`src/rtl/seg_display_scanner_pkg.sv`:
```
// Shared definitions for the 4-digit 7-segment scanner: character codes,
// scan FSM state encoding and active-low segment patterns.
package seg_display_scanner_pkg;

  // Character codes above the hex range
  localparam logic [4:0] CH_BLANK = 5'h10;
  localparam logic [4:0] CH_DASH  = 5'h11;

  // Scan FSM: DEAD = all anodes off between digits, ON = one digit lit
  typedef enum logic {
    ST_DEAD = 1'b0,
    ST_ON   = 1'b1
  } state_t;

  // Segment order {g,f,e,d,c,b,a}, active-low (0 = segment lit)
  localparam logic [6:0] SEG_BLANK = 7'b1111111;
  localparam logic [6:0] SEG_DASH  = 7'b0111111;

  localparam logic [6:0] SEG_0 = 7'b1000000;
  localparam logic [6:0] SEG_1 = 7'b1111001;
  localparam logic [6:0] SEG_2 = 7'b0100100;
  localparam logic [6:0] SEG_3 = 7'b0110000;
  localparam logic [6:0] SEG_4 = 7'b0011001;
  localparam logic [6:0] SEG_5 = 7'b0010010;
  localparam logic [6:0] SEG_6 = 7'b0000010;
  localparam logic [6:0] SEG_7 = 7'b1111000;
  localparam logic [6:0] SEG_8 = 7'b0000000;
  localparam logic [6:0] SEG_9 = 7'b0010000;
  localparam logic [6:0] SEG_A = 7'b0001000;
  localparam logic [6:0] SEG_B = 7'b0000011;
  localparam logic [6:0] SEG_C = 7'b1000110;
  localparam logic [6:0] SEG_D = 7'b0100001;
  localparam logic [6:0] SEG_E = 7'b0000110;
  localparam logic [6:0] SEG_F = 7'b0001110;

  // Active-low anode pattern for a digit index (an[3] = leftmost)
  function automatic logic [3:0] anode_for(input logic [1:0] digit);
    return ~(4'b0001 << digit);
  endfunction

endpackage

```
`src/rtl/seg_display_scanner_char_to_seg.sv`:
```
// Combinational character decoder: 5-bit code -> active-low {g..a} pattern.
// Hex 0-F, 0x11 dash, everything else blank.
module char_to_seg
  import seg_display_scanner_pkg::*;
(
  input  logic [4:0] code,
  output logic [6:0] seg
);

  // Table lookup; unused codes fall through to blank
  always_comb begin
    seg = SEG_BLANK;
    case (code)
      5'h00: seg = SEG_0;
      5'h01: seg = SEG_1;
      5'h02: seg = SEG_2;
      5'h03: seg = SEG_3;
      5'h04: seg = SEG_4;
      5'h05: seg = SEG_5;
      5'h06: seg = SEG_6;
      5'h07: seg = SEG_7;
      5'h08: seg = SEG_8;
      5'h09: seg = SEG_9;
      5'h0A: seg = SEG_A;
      5'h0B: seg = SEG_B;
      5'h0C: seg = SEG_C;
      5'h0D: seg = SEG_D;
      5'h0E: seg = SEG_E;
      5'h0F: seg = SEG_F;
      CH_DASH: seg = SEG_DASH;
      default: seg = SEG_BLANK;
    endcase
  end

endmodule

```
`src/rtl/seg_display_scanner.sv`:
```
// 4-digit common-anode display scanner with a 16-entry character memory.
// Each digit: DEAD blanking phase (sample + decode on its last cycle),
// then ON phase with the registered pattern held constant.
module seg_display_scanner
  import seg_display_scanner_pkg::*;
#(
  parameter int REFRESH_CYCLES  = 12500,
  parameter int DEADTIME_CYCLES = 500
) (
  input  logic       clk,
  input  logic       reset,
  input  logic [3:0] adr3,
  input  logic [3:0] adr2,
  input  logic [3:0] adr1,
  input  logic [3:0] adr0,
  input  logic       wr_en,
  input  logic [3:0] wr_addr,
  input  logic [4:0] wr_data,
  output logic [3:0] an,
  output logic [6:0] seg,
  output logic       frame_done
);

  // Phase counter sized for the longer of the two phases
  localparam int MAXP = (REFRESH_CYCLES > DEADTIME_CYCLES) ? REFRESH_CYCLES : DEADTIME_CYCLES;
  localparam int CW   = (MAXP > 1) ? $clog2(MAXP) : 1;
  localparam logic [CW-1:0] R_LAST = CW'(REFRESH_CYCLES - 1);
  localparam logic [CW-1:0] D_LAST = CW'(DEADTIME_CYCLES - 1);

  state_t          state, state_nxt;
  logic [CW-1:0]   cnt, cnt_nxt;
  logic [1:0]      digit, digit_nxt;
  logic [3:0]      an_nxt;
  logic [6:0]      seg_nxt;
  logic            fd_nxt;

  logic [4:0]      mem [16];
  logic [3:0]      rd_addr;
  logic [4:0]      rd_code;
  logic [6:0]      dec_seg;

  // Character memory; cleared to blank on reset, written from the UART path
  always_ff @(posedge clk or posedge reset) begin
    if (reset) begin
      for (int i = 0; i < 16; i++) mem[i] <= CH_BLANK;
    end else if (wr_en) begin
      mem[wr_addr] <= wr_data;
    end
  end

  // Select the address of the digit being prepared; only consumed on the
  // sampling cycle, so address changes elsewhere never reach the display
  always_comb begin
    rd_addr = adr0;
    case (digit)
      2'd3: rd_addr = adr3;
      2'd2: rd_addr = adr2;
      2'd1: rd_addr = adr1;
      2'd0: rd_addr = adr0;
      default: rd_addr = adr0;
    endcase
  end

  // Old contents are read here; a same-edge write lands after the sample
  assign rd_code = mem[rd_addr];

  char_to_seg u_char_to_seg (
    .code (rd_code),
    .seg  (dec_seg)
  );

  // Next-state and next-output logic for the DEAD/ON scan
  always_comb begin
    state_nxt = state;
    cnt_nxt   = cnt + CW'(1);
    digit_nxt = digit;
    an_nxt    = an;
    seg_nxt   = seg;
    fd_nxt    = 1'b0;
    case (state)
      ST_DEAD: begin
        if (cnt == D_LAST) begin
          state_nxt = ST_ON;
          cnt_nxt   = '0;
          an_nxt    = anode_for(digit);
          seg_nxt   = dec_seg;
        end
      end
      ST_ON: begin
        if (cnt == R_LAST) begin
          state_nxt = ST_DEAD;
          cnt_nxt   = '0;
          an_nxt    = 4'b1111;
          digit_nxt = digit - 2'd1;
          fd_nxt    = (digit == 2'd0);
        end
      end
      default: begin
        state_nxt = ST_DEAD;
        cnt_nxt   = '0;
        an_nxt    = 4'b1111;
      end
    endcase
  end

  // State and registered outputs; reset blanks the display immediately
  always_ff @(posedge clk or posedge reset) begin
    if (reset) begin
      state      <= ST_DEAD;
      cnt        <= '0;
      digit      <= 2'd3;
      an         <= 4'b1111;
      seg        <= SEG_BLANK;
      frame_done <= 1'b0;
    end else begin
      state      <= state_nxt;
      cnt        <= cnt_nxt;
      digit      <= digit_nxt;
      an         <= an_nxt;
      seg        <= seg_nxt;
      frame_done <= fd_nxt;
    end
  end

endmodule

```
`config.mk`:
```
export PLATFORM = sky130hd
export DESIGN_NAME = seg_display_scanner
export DESIGN_NICKNAME = d
export VERILOG_FILES = /design/src/rtl/seg_display_scanner_pkg.sv /design/src/rtl/seg_display_scanner_char_to_seg.sv /design/src/rtl/seg_display_scanner.sv
export SDC_FILE = /design/constraint.sdc
export NUM_CORES = 1
export LEC_CHECK = 0
export ABC_CLOCK_PERIOD_IN_PS = 3200
export CORE_MARGIN = 2
export CORE_UTILIZATION = 53
export CTS_CLUSTER_SIZE = 40
export DETAILED_ROUTE_END_ITERATION = 10
export GPL_ROUTABILITY_DRIVEN = 0
export GPL_TIMING_DRIVEN = 1
export PLACE_DENSITY = 0.76
export SLEW_MARGIN = 20
export SYNTH_ARGS = -nofsm -noshare
export SYNTH_HDL_FRONTEND = slang
export SYNTH_SLANG_ARGS = --single-unit
export TNS_END_PERCENT = 20
```
`constraint.sdc`:
```
create_clock -name clk -period 3.2 [get_ports clk]
set_input_delay 0.64 -clock clk [delete_from_list [all_inputs] [get_ports clk]]
set_output_delay 0.64 -clock clk [all_outputs]
set_load 0.02 [all_outputs]
```
-- Word-level counts from Yosys, hierarchy flattened
Memory sizes are Yosys's and may differ from the RTL's. A register that Yosys moved wholly into a read port is not among the register bits.
Cells that the tools add are included.
- equal/unequal tests: 7
- $lt $le $gt $ge: 3
- reduce and logical (&&, ||, !) cells: 5
- divide/modulo/power cells: 0
- bitwise logic cells: 4
- shift operators: 1
- add/sub/neg operators: 2
- multiplexer cells: 18
- multipliers: 0
- operators by type and width (operator ; number):
    bitwise mux 80 bit ; 1
    two-way mux 14 bit ; 2
    case mux 14 bit (2 select lines) ; 1
    binary-select mux 5 bit (select 4 bit) ; 1
    demux 5 bit (select 4 bit) ; 1
    case mux 4 bit (4 select lines) ; 1
    two-way mux 5 bit ; 3
    adder 14 x 1 -> 14 bit, second input constant ; 1
    == test 14 bit, second input constant ; 1
    == test 14 x 9 -> 1 bit, second input constant ; 1
    greater-or-equal comparator 5 bit, second input constant ; 2
    inverter 4 -> 5 bit ; 2
    two-way mux 4 bit ; 2
    case mux 4 bit (2 select lines) ; 1
    AND reduction 2 bit ; 3
    < comparator 5 x 1 -> 1 bit, second input constant ; 1
    == test 2 bit, second input constant ; 2
    two-way mux 1 bit ; 4
    inverter 4 bit ; 1
    left shift 1 x 2 -> 4 bit, first input constant ; 1
    == test 2 x 1 -> 1 bit, second input constant ; 1
    zero test 2 bit ; 1
    != test 2 x 1 -> 1 bit, second input constant ; 1
    != test 2 bit, second input constant ; 1
    4 further kinds ; 4
- bits in read-only memories: 224
- word-level logic and storage cells: 62
- flip-flop bits (word level): 102
- input bits: 28
- latch bits: 0
- output and inout bits: 12
- memory bits (writable): 0
- memories kept: 1
- memories (memory ; words ; bits a word ; read ports ; clocked after Yosys merged registers in ; write ports ; line ; text):
    (no name shown) ; 32 ; 7 ; 1 ; 1 ; 0 ; seg_display_scanner_char_to_seg.sv:13 ; case (code)

-- Logic depth before layout (Yosys ltp)
Gate-level depths: netlist (run 1).
- depth after elaboration: 6
- mapped depth: 15

-- Modules after synthesis
From an unflattened synthesis (run 1), not the netlist that was laid out.
- cells, all modules: 520
- area total of the unflattened synthesis: 5878.1 um^2
- by module, submodules not included (module ; instances ; area each (um^2) ; cells each):
    seg_display_scanner ; 1 ; 5582.9 ; 479
    char_to_seg ; 1 ; 295.3 ; 41

-- Least setup slack after synthesis (run 1)
OpenSTA, ideal clock, no wires.
- path type: flip-flop to flip-flop
- start: register digit[0]
- end: register seg[0]
- stages on the path, launching flop included: 12
- library setup time: 0.083 ns
- data required time: 3.117 ns
- setup slack: -0.275 ns
- path buffers: 0
- arrival: 3.392 ns
- cell sequence: dfstp_2 -> inv_1 -> ha_1 -> a222oi_1 -> inv_2 -> o32a_1 -> a311oi_1 -> a2111oi_4 -> ha_1 -> or4_1 -> a21oi_1 -> nor2_1
- word-level cells in the longest chain between the ends: 6
- elaborated cells on any way between the ends: 9
- those cells by class: eq/ne: 3; mux: 4; bitwise: 1; reduce/logical: 1
- RTL lines (element ; line ; text):
    start: declaration ; seg_display_scanner.sv:32 ; logic [1:0] digit, digit_nxt;
    start signal: assignment ; seg_display_scanner.sv:118 ; digit <= digit_nxt;
    == test 2 x 1 -> 1 bit, or another cell as far along ; seg_display_scanner.sv:55 ; case (digit)
    case mux 4 bit (4 select lines) * ; seg_display_scanner.sv:55 ;
    inverter 4 -> 5 bit (implied by the code) * ; seg_display_scanner.sv:65 ; assign rd_code = mem[rd_addr];
    binary-select mux 5 bit (select 4 bit) * ; seg_display_scanner.sv:65 ;
    two-way mux 5 bit (implied by the code) * (2 in series) ; seg_display_scanner.sv:65 ;
    end: declaration ; seg_display_scanner.sv:20 ; output logic [6:0] seg,
Every way passes the cells marked *; elsewhere a longest branch is shown, timed or not. The select of a mux whose other input is x is not followed.
A chain may end at the register's enable or synchronous reset.

-- Worst setup path after layout (run 1)
Same ends and word-level chain as after synthesis.

==> metrics.log, run 1 <==
INFO  metric syn2layout_area_growth = 28.95%
INFO  metric setup_viol = 7
INFO  metric routedWlPerCell = 20.46 um
INFO  metric core_area = 10750 um2
INFO  metric leakage = 3.172 nW
INFO  metric estimated_wirelength_of_the_detail_placed_design = 10860 um
INFO  metric critical_path.startpoint_type = flip-flop
INFO  metric drt-vias-per-instance = 6.105
INFO  metric first_global_vias = 4942
INFO  metric synth.ff_latch_count = 109
INFO  metric finalWorstSetupSlack = -266.2 ps
INFO  metric synthTopCellsByCount = sky130_fd_sc_hd__dfrtp_1 (80), sky130_fd_sc_hd__mux2_2 (78), sky130_fd_sc_hd__nand2_1 (55)
INFO  metric synth_largest_area_cell = sky130_fd_sc_hd__dfrtp_1
INFO  metric timing.critical_path.mode_cell = sky130_fd_sc_hd__buf_4
INFO  metric preCtsSetupSlack = -612.7 ps
INFO  metric fp.dieH = 108.5 um
INFO  metric run_status = complete, but fails checks
INFO  metric top_flip_flop_cell_by_instance_count_after_synthesis = sky130_fd_sc_hd__dfrtp_1
INFO  metric maxCapViolCount = 0
INFO  metric synth_fp_nets = 568
INFO  metric totalWireLength = 16100 um
INFO  metric chip_width = 108.5 um
INFO  metric worst_path_max_delay_cell = sky130_fd_sc_hd__dfstp_2
INFO  metric grt_start_max_net_pins = 57
INFO  metric grt_util_all_layers = 0.2890
INFO  metric rows = 38
INFO  metric synth_seq_area_share = 0.4775
INFO  metric cpPeakStageDelay = 580 ps
INFO  metric ctsRootBufferMaster = sky130_fd_sc_hd__clkbuf_8
INFO  metric clock_insertion_delay_worst_skew = 400 ps
INFO  metric detailed_place.area = 6859 um2
INFO  metric drt.antenna.violating_nets = 0
INFO  metric global_route_wire_length_before_repair = 25470 um
INFO  metric whs = 508.7 ps
INFO  metric synth_edf_count = 0
INFO  metric vdd_ir_drop_max = 0.0002784 V
INFO  metric netlist_area = 5788 um2
INFO  metric dr_total_vias = 4805
INFO  metric remaining_drc_errors = 0
INFO  metric fin_crit_sh = 1.083
INFO  metric tns = -1528 ps
INFO  metric worstPathCellList = inv_4 -> ha_4 -> a222oi_1 -> buf_4 -> a21o_1 -> buf_4 -> a211oi_1 -> a311oi_2 -> buf_4 -> a2111oi_4 -> buf_4 -> ha_1 -> or4_4 -> a21oi_2 -> nor2_1
INFO  metric layout.nets = 682
INFO  metric rsz0062_at_grt = yes
INFO  metric timing.reg2reg.setup_slack = -270 ps
INFO  metric hold_viol = 0
INFO  metric count_of_buffers_inserted_at_the_top_level_ports = 39
INFO  metric endpoint_kind = flip-flop
INFO  metric antenna_found_initial = 0
INFO  metric period_needed = 3466 ps
INFO  metric drt-pass1-iter-count = 5
INFO  metric drive_gt1_frac = 0.4049
INFO  metric share_of_the_core_filled_with_cells_in_the_final_layout = 0.6946
INFO  metric worstSetupPathType = reg2reg
INFO  metric synth.most_common_cell = sky130_fd_sc_hd__dfrtp_1
INFO  metric design.die.area = 11770 um2
INFO  metric fillCellCount = 746
INFO  metric clock-sinks = 109
INFO  metric number_of_buffers_added_to_fix_hold_violations_after_cts = 0
INFO  metric n_antenna_cell = 0
INFO  metric worstMarginPinSlew = 934.8 ps
INFO  metric netlist.area_leader.share = 0.3459
INFO  metric globalRoute.totalOverflow = 0
INFO  metric yosysWarnings = 0
INFO  metric fin_area = 7463 um2
INFO  metric min-delay-path-class = reg2reg
INFO  metric async_reset_ff_frac = 1.000
INFO  metric skew = 13.42 ps
INFO  metric slew_headroom = 0.3745
INFO  metric post_synth_num_cell_types = 57
INFO  metric worst-endpoint-arrival = 3800 ps
INFO  metric crit_fanout = 14
INFO  metric ctsLongestPathBuffers = 2
INFO  metric synthesis.instances = 528
INFO  metric fmax = 288.5 MHz
INFO  metric initial_utilization = 0.5387
INFO  metric synthTopCellsByArea = sky130_fd_sc_hd__dfrtp_1 (35%), sky130_fd_sc_hd__mux2_2 (15%), sky130_fd_sc_hd__dfstp_2 (13%), sky130_fd_sc_hd__nand2_1 (3.6%), sky130_fd_sc_hd__mux2i_1 (2.9%)
INFO  metric timing_max_transition_violations_final = 0
INFO  metric cts_htree_levels = 3
INFO  metric i_o_pin_total = 40
INFO  metric dr.first_iter.drc_count = 491
INFO  metric cellPowerDensity = 487.0 nW/um2
INFO  metric clk_pin_slew_worst_setup_hold_paths = 100 ps
INFO  metric timing.critical_path.required = 3530 ps
INFO  metric numCtsBuffers = 9
INFO  metric tritoncts = yes
INFO  metric violations = negative setup slack
INFO  metric synth_area_per_cell = 10.96 um2
==> per-layer routing <==
layer | up-vias | share of wire | wire (um) | GRT usage
met5 | - | 0 | 0 | 0
met4 | 0 | 0.029 | 470 | 0.1126
met3 | 45 | 0.063 | 1017 | 0.05847
met2 | 209 | 0.49 | 7850 | 0.4710
met1 | 2403 | 0.42 | 6766 | 0.3801
li1 | 2148 | - | - | -
==> cell families after synthesis <==
| logic type | after synthesis | synth area share |
|---|---|---|
| buffers and inverters | 47 | 0.03696 |
| XOR/XNOR | 13 | 0.01967 |
| AO/OA/AOI/OAI | 99 | 0.1351 |
| multiplexers | 95 | 0.1811 |
| flip-flops | 109 | 0.4775 |
| adder cells (fa/ha/maj) | 12 | 0.02594 |
| AND/OR/NAND/NOR | 153 | 0.1237 |
==> cells in the final DEF (no fill, tap or decap), types with 8 or more instances in the layout <==
cell / instances
sky130_fd_sc_hd__dfrtp_1: 80
sky130_fd_sc_hd__inv_1: 14
sky130_fd_sc_hd__clkdlybuf4s50_1: 39
sky130_fd_sc_hd__dfstp_2: 29
sky130_fd_sc_hd__o21ai_0: 8
sky130_fd_sc_hd__a21oi_1: 15
sky130_fd_sc_hd__a211oi_1: 13
sky130_fd_sc_hd__nand3_1: 12
sky130_fd_sc_hd__nand2_1: 55
sky130_fd_sc_hd__buf_4: 80
sky130_fd_sc_hd__mux2i_1: 15
sky130_fd_sc_hd__clkbuf_8: 11
sky130_fd_sc_hd__nor2_1: 37
sky130_fd_sc_hd__mux2_2: 77
==> metrics by stage <==
| stage | cells | power (mW) |
|---|---|---|
| floorplan | 528 | 2.270 |
| global placement | 755 | 2.507 |
| detailed placement | 755 | 2.554 |
| CTS | 786 | 3.587 |
| global route | 787 | 3.785 |
| finish | 787 | 3.635 |
==> worst max-delay path: cells and delay by family (launching register included) <==
kind / cells / cell delay (ps)
flip-flops: 1 / 580
AND/OR/NAND/NOR: 2 / 480
buffers and inverters: 5 / 840
adder cells (fa/ha/maj): 2 / 340
AO/OA/AOI/OAI: 6 / 1140
==> area by class of cell <==
| class | instances | area [um2] | area share |
|---|---|---|---|
| multi-input combinational | 372 | 3098 | 0.4151 |
| sequential | 109 | 2764 | 0.3703 |
| timing repair buffer | 127 | 1107 | 0.1484 |
| clock buffer | 12 | 176.4 | 0.02364 |
| tap | 140 | 175.2 | 0.02347 |
| inverter | 23 | 92.59 | 0.01241 |
| clock inverter | 4 | 50.05 | 0.006706 |
==> sequential cells by signal (all words and copies together), names as in the netlist <==
name        flops
digit           2
mem            80
frame_done      1
state           1
cnt            14
seg             7
an              4
==> power by group <==
group	total [mW]	switching [mW]	internal (mW)	leakage [nW]
logic	0.890	0.421	0.469	1.76
clock network	0.947	0.493	0.455	0.118
registers	1.80	0.150	1.65	1.30
==> path summary, 6_finish.rpt <==
check                      startpoint      end  depth (start not counted)
max                          digit[0]   seg[0]                         15
min                            cnt[0]   cnt[0]                          1
max reg2reg                  digit[0]   seg[0]                         15
min reg2reg                    cnt[0]   cnt[0]                          1
max in group asynchronous       reset   seg[5]                          3
min in group asynchronous       reset  mem[67]                          2
==> what timing repair did <==
action                                  CTS  global route
setup buffers                            15             2
gates resized for setup                  43             8
endpoints found under the setup margin    7             7
pin swaps                                20             9
Power figures use the tool's default switching activity.
==> run 2: changes to the inputs <==
--- a/config.mk
+++ b/config.mk
@@ -5,8 +5,8 @@
 export SDC_FILE = /design/constraint.sdc
 export NUM_CORES = 1
 export LEC_CHECK = 0
+export ABC_AREA = 1
 export ABC_CLOCK_PERIOD_IN_PS = 3200
-export CORE_MARGIN = 2
 export CORE_UTILIZATION = 53
 export CTS_CLUSTER_SIZE = 40
 export DETAILED_ROUTE_END_ITERATION = 10
==> run 2 against run 1 <==
Against the previous run:
- the flow now finishes without violations
- sequential share of layout area increased by 5.6 points
- non-clock buffer count decreased by 71
- core utilization decreased by 7.2 points
- critical path depth increased by 3
- largest power group unchanged
==> metrics.log, run 2 <==
INFO  metric run_status = complete, no violations (was complete, but fails checks)
INFO  metric synth_largest_area_cell = sky130_fd_sc_hd__dfrtp_1 (unchanged)
INFO  metric grt.met2_usage = 0.3975 (was 0.4710)
INFO  metric syn2layout_area_growth = 12.73% (was 28.95%)
INFO  metric clock_insertion_delay_worst_skew = 400 ps (about the same)
INFO  metric rsz0062_at_grt = no (was yes)
INFO  metric slew_headroom = 0.5692 (was 0.3745)
INFO  metric netlist.area_leader.share = 0.3481 (was 0.3459)
INFO  metric timing.reg2reg.setup_slack = 310 ps (was -270 ps)
INFO  metric drt-pass1-iter-count = 5 (unchanged)
INFO  metric drt.antenna.violating_nets = 0 (unchanged)
INFO  metric ctsLongestPathBuffers = 2 (unchanged)
INFO  metric antenna_found_initial = 0 (unchanged)
INFO  metric use_met3 = 0.07296 (was 0.05847)
INFO  metric timing.reg2reg.worst_path_depth = 18 (was 15)
INFO  metric crit_fanout = 39 (was 14)
INFO  metric worst-endpoint-arrival = 3220 ps (was 3800 ps)
INFO  metric synth_edf_count = 0 (unchanged)
INFO  metric yosysWarnings = 0 (unchanged)
INFO  metric synth-xor-area-share = 0.006091 (was 0.01967)
INFO  metric leakage = 3.101 nW (was 3.172 nW)
INFO  metric count_of_buffers_inserted_at_the_top_level_ports = 39 (unchanged)
INFO  metric regMostFlops = mem (unchanged)
INFO  metric routedWlPerCell = 14.56 um (was 20.46 um)
INFO  metric finalWorstSetupSlack = 311.1 ps (was -266.2 ps)
INFO  metric synth-compound-area-share = 0.1096 (was 0.1351)
INFO  metric layout.cells.most_common_list = sky130_fd_sc_hd__nand2_1 (196), sky130_fd_sc_hd__nand3_1 (91), sky130_fd_sc_hd__inv_1 (85), sky130_fd_sc_hd__o21ai_0 (83), sky130_fd_sc_hd__dfrtp_1 (80) (was sky130_fd_sc_hd__dfrtp_1 (80), sky130_fd_sc_hd__buf_4 (80), sky130_fd_sc_hd__mux2_2 (77), sky130_fd_sc_hd__nand2_1 (55), sky130_fd_sc_hd__clkdlybuf4s50_1 (39))
INFO  metric globalRoute.busiestLayer = met2 (unchanged)
INFO  metric crit_path_start = digit[0] (unchanged)
INFO  metric async_reset_ff_frac = 1.000 (unchanged)
INFO  metric fp.dieH = 106.2 um (was 108.5 um)
INFO  metric top_flip_flop_cell_by_instance_count_after_synthesis = sky130_fd_sc_hd__dfrtp_1 (unchanged)
INFO  metric clk_pin_slew_worst_setup_hold_paths = 100 ps (about the same)
INFO  metric critical_path.endpoint = seg[3] (was seg[0])
INFO  metric netlist_area = 5752 um2 (was 5788 um2)
INFO  metric estimated_wirelength_of_the_detail_placed_design = 9325 um (was 10860 um)
INFO  metric tritoncts = yes (unchanged)
INFO  metric min-delay-path-class = reg2reg (unchanged)
INFO  metric synth_seq_area_share = 0.4805 (was 0.4775)
INFO  metric post-layout-total-power = 3.133 mW (was 3.635 mW)
INFO  metric layout.nets = 821 (was 682)
INFO  metric synth.ff_latch_count = 109 (unchanged)
INFO  metric synth_mux_area_frac = 0 (was 0.1812)
INFO  metric hold_viol = 0 (unchanged)
INFO  metric synth_fa_ha_area_frac = 0.02610 (was 0.02594)
INFO  metric synthTopCellsByCount = sky130_fd_sc_hd__nand2_1 (197), sky130_fd_sc_hd__nand3_1 (91), sky130_fd_sc_hd__inv_1 (86) (was sky130_fd_sc_hd__dfrtp_1 (80), sky130_fd_sc_hd__mux2_2 (78), sky130_fd_sc_hd__nand2_1 (55))
INFO  metric post_synth_num_cell_types = 34 (was 57)
INFO  metric fin_crit_sh = 0.9028 (was 1.083)
INFO  metric post_synth_and_or_nand_nor_area_fraction = 0.2880 (was 0.1236)
INFO  metric synth.most_common_cell = sky130_fd_sc_hd__nand2_1 (was sky130_fd_sc_hd__dfrtp_1)
INFO  metric endpoint_kind = flip-flop (unchanged)
INFO  metric numCtsBuffers = 9 (unchanged)
INFO  metric clock-sinks = 109 (unchanged)
INFO  metric grt_util_all_layers = 0.2653 (was 0.2890)
INFO  metric synthTopCellsByArea = sky130_fd_sc_hd__dfrtp_1 (35%), sky130_fd_sc_hd__dfstp_2 (13%), sky130_fd_sc_hd__nand2_1 (13%), sky130_fd_sc_hd__nand3_1 (7.9%), sky130_fd_sc_hd__o21ai_0 (7.2%) (was sky130_fd_sc_hd__dfrtp_1 (35%), sky130_fd_sc_hd__mux2_2 (15%), sky130_fd_sc_hd__dfstp_2 (13%), sky130_fd_sc_hd__nand2_1 (3.6%), sky130_fd_sc_hd__mux2i_1 (2.9%))
INFO  metric drt-vias-per-instance = 5.427 (was 6.105)
INFO  metric critical_path.startpoint_type = flip-flop (unchanged)
INFO  metric seqCellArea = 2764 um2 (unchanged)
INFO  metric number_of_buffers_added_to_fix_hold_violations_after_cts = 0 (unchanged)
INFO  metric globalRoute.totalOverflow = 0 (unchanged)
INFO  metric initial_utilization = 0.5522 (was 0.5387)
INFO  metric reg.largest.list = mem: 80 flops, cnt: 14 flops, seg: 7 flops (unchanged)
INFO  metric cellPowerDensity = 483.2 nW/um2 (was 487.0 nW/um2)
INFO  metric skew = 13.93 ps (was 13.42 ps)
INFO  metric grt_start_max_net_pins = 110 (was 57)
INFO  metric drive_gt1_frac = 0.1043 (was 0.4049)
INFO  metric multiInputGateArea = 2480 um2 (was 3098 um2)
INFO  metric i_o_pin_total = 40 (unchanged)
INFO  metric preCtsSetupSlack = -3.140 ps (was -612.7 ps)
INFO  metric period_needed = 2889 ps (was 3466 ps)
INFO  metric synth_top_family_by_area = simple AND/OR/NAND/NOR gates (was multiplexers)
INFO  metric dr_total_vias = 5004 (was 4805)
INFO  metric design.die.area = 11270 um2 (was 11770 um2)
INFO  metric largest_register_ffs = 80 (unchanged)
INFO  metric chip_width = 106.2 um (was 108.5 um)
INFO  metric core_area = 10420 um2 (was 10750 um2)
INFO  metric setup_viol = 0 (was 7)
INFO  metric worstMarginPinSlew = 643.9 ps (was 934.8 ps)
INFO  metric ctsRootBufferMaster = sky130_fd_sc_hd__clkbuf_8 (unchanged)
INFO  metric totalWireLength = 13430 um (was 16100 um)
INFO  metric synthesis.instances = 739 (was 528)
INFO  metric maxCapViolCount = 0 (unchanged)
INFO  metric remaining_drc_errors = 0 (unchanged)
INFO  metric timing.rr.end = seg[3] (was seg[0])
INFO  metric vdd_ir_drop_max = 0.0002901 V (was 0.0002784 V)
INFO  metric global_route_wire_length_before_repair = 23120 um (was 25470 um)
INFO  metric synth_area_per_cell = 7.783 um2 (was 10.96 um2)
INFO  metric fmax = 346.2 MHz (was 288.5 MHz)
INFO  metric global_route.usage.met1 = 0.3574 (was 0.3801)
INFO  metric dr.first_iter.drc_count = 397 (was 491)
INFO  metric rows = 37 (was 38)
INFO  metric fillCellCount = 940 (was 746)
INFO  metric n_antenna_cell = 0 (unchanged)
INFO  metric r2r_start = digit[0] (unchanged)
INFO  metric synth_fp_nets = 779 (was 568)
INFO  metric timing.critical_path.required = 3530 ps (about the same)
INFO  metric timing_max_transition_violations_final = 0 (unchanged)
INFO  metric first_global_vias = 4840 (was 4942)
INFO  metric share_of_the_core_filled_with_cells_in_the_final_layout = 0.6225 (was 0.6946)
INFO  metric cts_htree_levels = 3 (unchanged)
INFO  metric tns = 0 ps (was -1528 ps)
INFO  metric worstSetupPathType = reg2reg (unchanged)
INFO  metric layout.cells.most_common = sky130_fd_sc_hd__nand2_1
==> run 2: per-layer routing <==
metal / vias to the layer above / wire, um
li1: 2470 / -
met5: - / 0
met4: 0 / 484
met1: 2323 / 6130
met3: 36 / 856
met2: 175 / 5956
==> run 2: what timing repair did <==
action / CTS / global route
setup buffers: 0 / 0
setup endpoints to repair: 0 / 7
resized for setup: 0 / 3
==> run 2: cells by family after synthesis <==
group | Yosys count
compound gates | 117
buf+inv | 116
fa+ha+maj | 12
simple gates | 381
flops | 109
xor+xnor | 4
==> run 2: where the power goes <==
group,internal (mW),total [mW],switching [mW]
Clock,0.285,0.759,0.474
Combinational,0.254,0.630,0.376
Sequential,1.63,1.74,0.113
Total,2.17,3.13,0.963
==> run 2: area by class of cell <==
type | count | area share
multi-input cells | 514 | 0.3825
well taps | 136 | 0.02624
repair buffers | 56 | 0.08568
flip-flops and latches | 109 | 0.4263
clock inverters | 5 | 0.005596
clock buffers | 11 | 0.02026
inverters | 91 | 0.05345
==> run 2: metrics by stage <==
step                hold slack (ps)  cell area (um2)  instances
finish                        473.3             6484        922
global placement              445.4             6307        906
floorplan                     432.9             5756        739
CTS                           468.3             6475        922
detailed placement            457.3             6307        906
global route                  501.0             6484        922
==> run 2: worst min path at each step <==
stage | startpoint | endpoint | cells after the start | slack (ps)
final | cnt[0] | cnt[0] | 1 | 470
after CTS | cnt[0] | cnt[0] | 1 | 470
after global routing | cnt[0] | cnt[0] | 1 | 500
after detailed placement | cnt[0] | cnt[0] | 1 | 460
after global placement | cnt[0] | cnt[0] | 1 | 450
after floorplan | cnt[0] | cnt[0] | 1 | 430
==> run 2: critical path, stage by stage (launching register included) <==
cell                       delay (ps)
sky130_fd_sc_hd__dfstp_2          570
sky130_fd_sc_hd__inv_1             80
sky130_fd_sc_hd__ha_1             270
sky130_fd_sc_hd__nand2_1           90
sky130_fd_sc_hd__nand2_1           90
sky130_fd_sc_hd__o21ai_4          190
sky130_fd_sc_hd__buf_12           220
sky130_fd_sc_hd__nand2_1           80
sky130_fd_sc_hd__nand2_1           60
sky130_fd_sc_hd__nand2_1           50
sky130_fd_sc_hd__nand3_1           70
sky130_fd_sc_hd__nand3_1          120
sky130_fd_sc_hd__nand2_2          130
sky130_fd_sc_hd__inv_1            100
sky130_fd_sc_hd__ha_1             320
sky130_fd_sc_hd__nand3b_1         170
sky130_fd_sc_hd__nand2_1           90
sky130_fd_sc_hd__nor2_1            40
sky130_fd_sc_hd__nor2_1            80
==> edit: new RTL, flow settings as in run 2 <==
Set the parameter `DEADTIME_CYCLES` to 1000 (it was 500).
--- a/src/rtl/seg_display_scanner.sv
+++ b/src/rtl/seg_display_scanner.sv
@@ -6,5 +6,5 @@
 #(
   parameter int REFRESH_CYCLES  = 12500,
-  parameter int DEADTIME_CYCLES = 500
+  parameter int DEADTIME_CYCLES = 1000
 ) (
   input  logic       clk,
Behaviour: same outputs for any inputs over 10 cycles, from zero or initial values and one cycle with reset high; that may be too few to reach the edited logic, so the function may still have changed.
==> edit against run 2 <==
  * Cell count decreased by 0.11%
  * Power is 4.5% higher
  * Critical path depth did not move
  * Critical endpoint is now seg[6]
  * Largest power group unchanged
  * Synthesized area decreased by 0.13%
  * Setup slack lost 41 ps
  * Sequential cell count unchanged
  * Combinational power down 2%
  * Wire length rose by 2.1%
  * Utilization is 1.1 points higher
  * Largest cell class unchanged
  * Clock skew down 3.4 ps
  * Design area increased by 1.7%
==> edit: results (changes against run 2) <==
status: "finished clean"
grt_max_degree: 59  # -46%
grt_pass1_vias: 4863  # +0.48%
dp_slack_ps: 7.00  # +10.1 ps
place_inst: 903  # -0.33%
vias: 5071  # +1.3%
dp_hpwl_mm: 9.61  # +3.1%
drt-initial-drc-count: 353  # -11%
numCtsBuffers: 9  # unchanged
wl_met2_mm: 6.76  # +13%
fin_hold_ws_ps: 478  # +4.58 ps
wl_met3_um: 700  # -18%
syn_nets: 774  # -0.64%
grt_pass1_wl_mm: 23.0  # -0.48%
p_leak_nw: 3.14  # +1.3%
drive_gt1_frac: 0.104  # +0.000133
via_per_inst: 5.51  # +1.4%
yosys-top-cells-area: "dfrtp_1 35%, dfstp_2 13%, nand2_1 13%"
seq_area_frac_synth: 0.481  # +0.000628
reg2reg_slack_ps: 270  # -40 ps
syn_area_per_cell_um2: 7.83  # +0.55%
cp_max_fo: 16  # -59%
wl_met1_mm: 5.91  # -3.6%
powerDensity_nw_per_um2: 496  # +2.7%
drt-total-wl_mm: 13.7  # +2.1%
finalCriticalPeriod_ps: 2930  # +40.7 ps
crit_arrival_ps: 3260  # +40 ps
skew_ps: 10.5  # -3.40 ps
nets: 820  # -0.12%
async_flop_share: 1.00  # unchanged
grt_util_all_layers: 0.260  # -0.00537
fillCellCount: 874  # -7.0%
tightestPinTransition_ps: 601  # -42.8 ps
edit: changes by cell type after synthesis, sizes merged, moves of 2 or more:
cell	before	now
nand4	2	6
a21oi	20	18
o211ai	9	12
inv	90	88
nor2	54	59
o21ai	84	78
nor3	16	14
nand3	93	80
nand3b	6	15
buf	17	14
or2	1	3
edit: metal layers:
metal  up-vias  GRT usage
li1       2461          -
met1      2446      0.333
met2       133      0.428
met3        31     0.0613
met4         0     0.0962
met5         -          0
edit: through the flow:
step	total power, W	instance area, µm²
finish	0.00327	6600
global placement	0.00233	6330
CTS	0.00329	6550
floorplan	0.00216	5750
detailed placement	0.00236	6330
global route	0.00346	6600
edit: cell families after synthesis:
family,after synthesis,share of synthesized area
compound gates,115,0.111
flops,109,0.481
fa+ha+maj,12,0.0261
xor+xnor,2,0.00305
simple gates,386,0.294
buf+inv,110,0.0847
edit: cell type report:
class / count / area [µm²] / area share
clock buffers: 12 / 145 / 0.0220
clock inverters: 4 / 72.6 / 0.0110
inverters: 88 / 334 / 0.0507
multi-input cells: 515 / 2500 / 0.380
flip-flops and latches: 109 / 2760 / 0.419
well taps: 136 / 170 / 0.0258
repair buffers: 57 / 606 / 0.0918
edit: path summary, 6_finish.rpt:
path / startpoint / end / cells past startpoint
max: digit[1] / seg[6] / 18
min: cnt[0] / cnt[0] / 1
max reg2reg: digit[1] / seg[6] / 18
min reg2reg: cnt[0] / cnt[0] / 1
max in group asynchronous: reset / mem[4] / 3
min in group asynchronous: reset / mem[56] / 2
edit: where the power goes:
group	internal, W	switching, W
registers	0.00162	0.000111
clock network	0.000462	0.000465
logic	0.000253	0.000363
edit: critical path, cell delays in order (launching register included):
cell and delay (ps):
dfstp_2 590, inv_1 70, ha_1 250, nand2_1 80, nand2_1 110, o21ai_4 260
buf_12 180, nand2_1 60, o211ai_1 80, nand3_1 120, nand3_1 100, nand2_2 90
inv_1 150, ha_1 210, nand3_1 120, nor2_2 140, inv_1 80, a21boi_1 120
nand2_1 60
edit: repair_timing:
action                                  4_1_cts  5_1_grt
gates resized for setup                       0        3
endpoints found under the setup margin        0        5
buffers inserted                              0        1
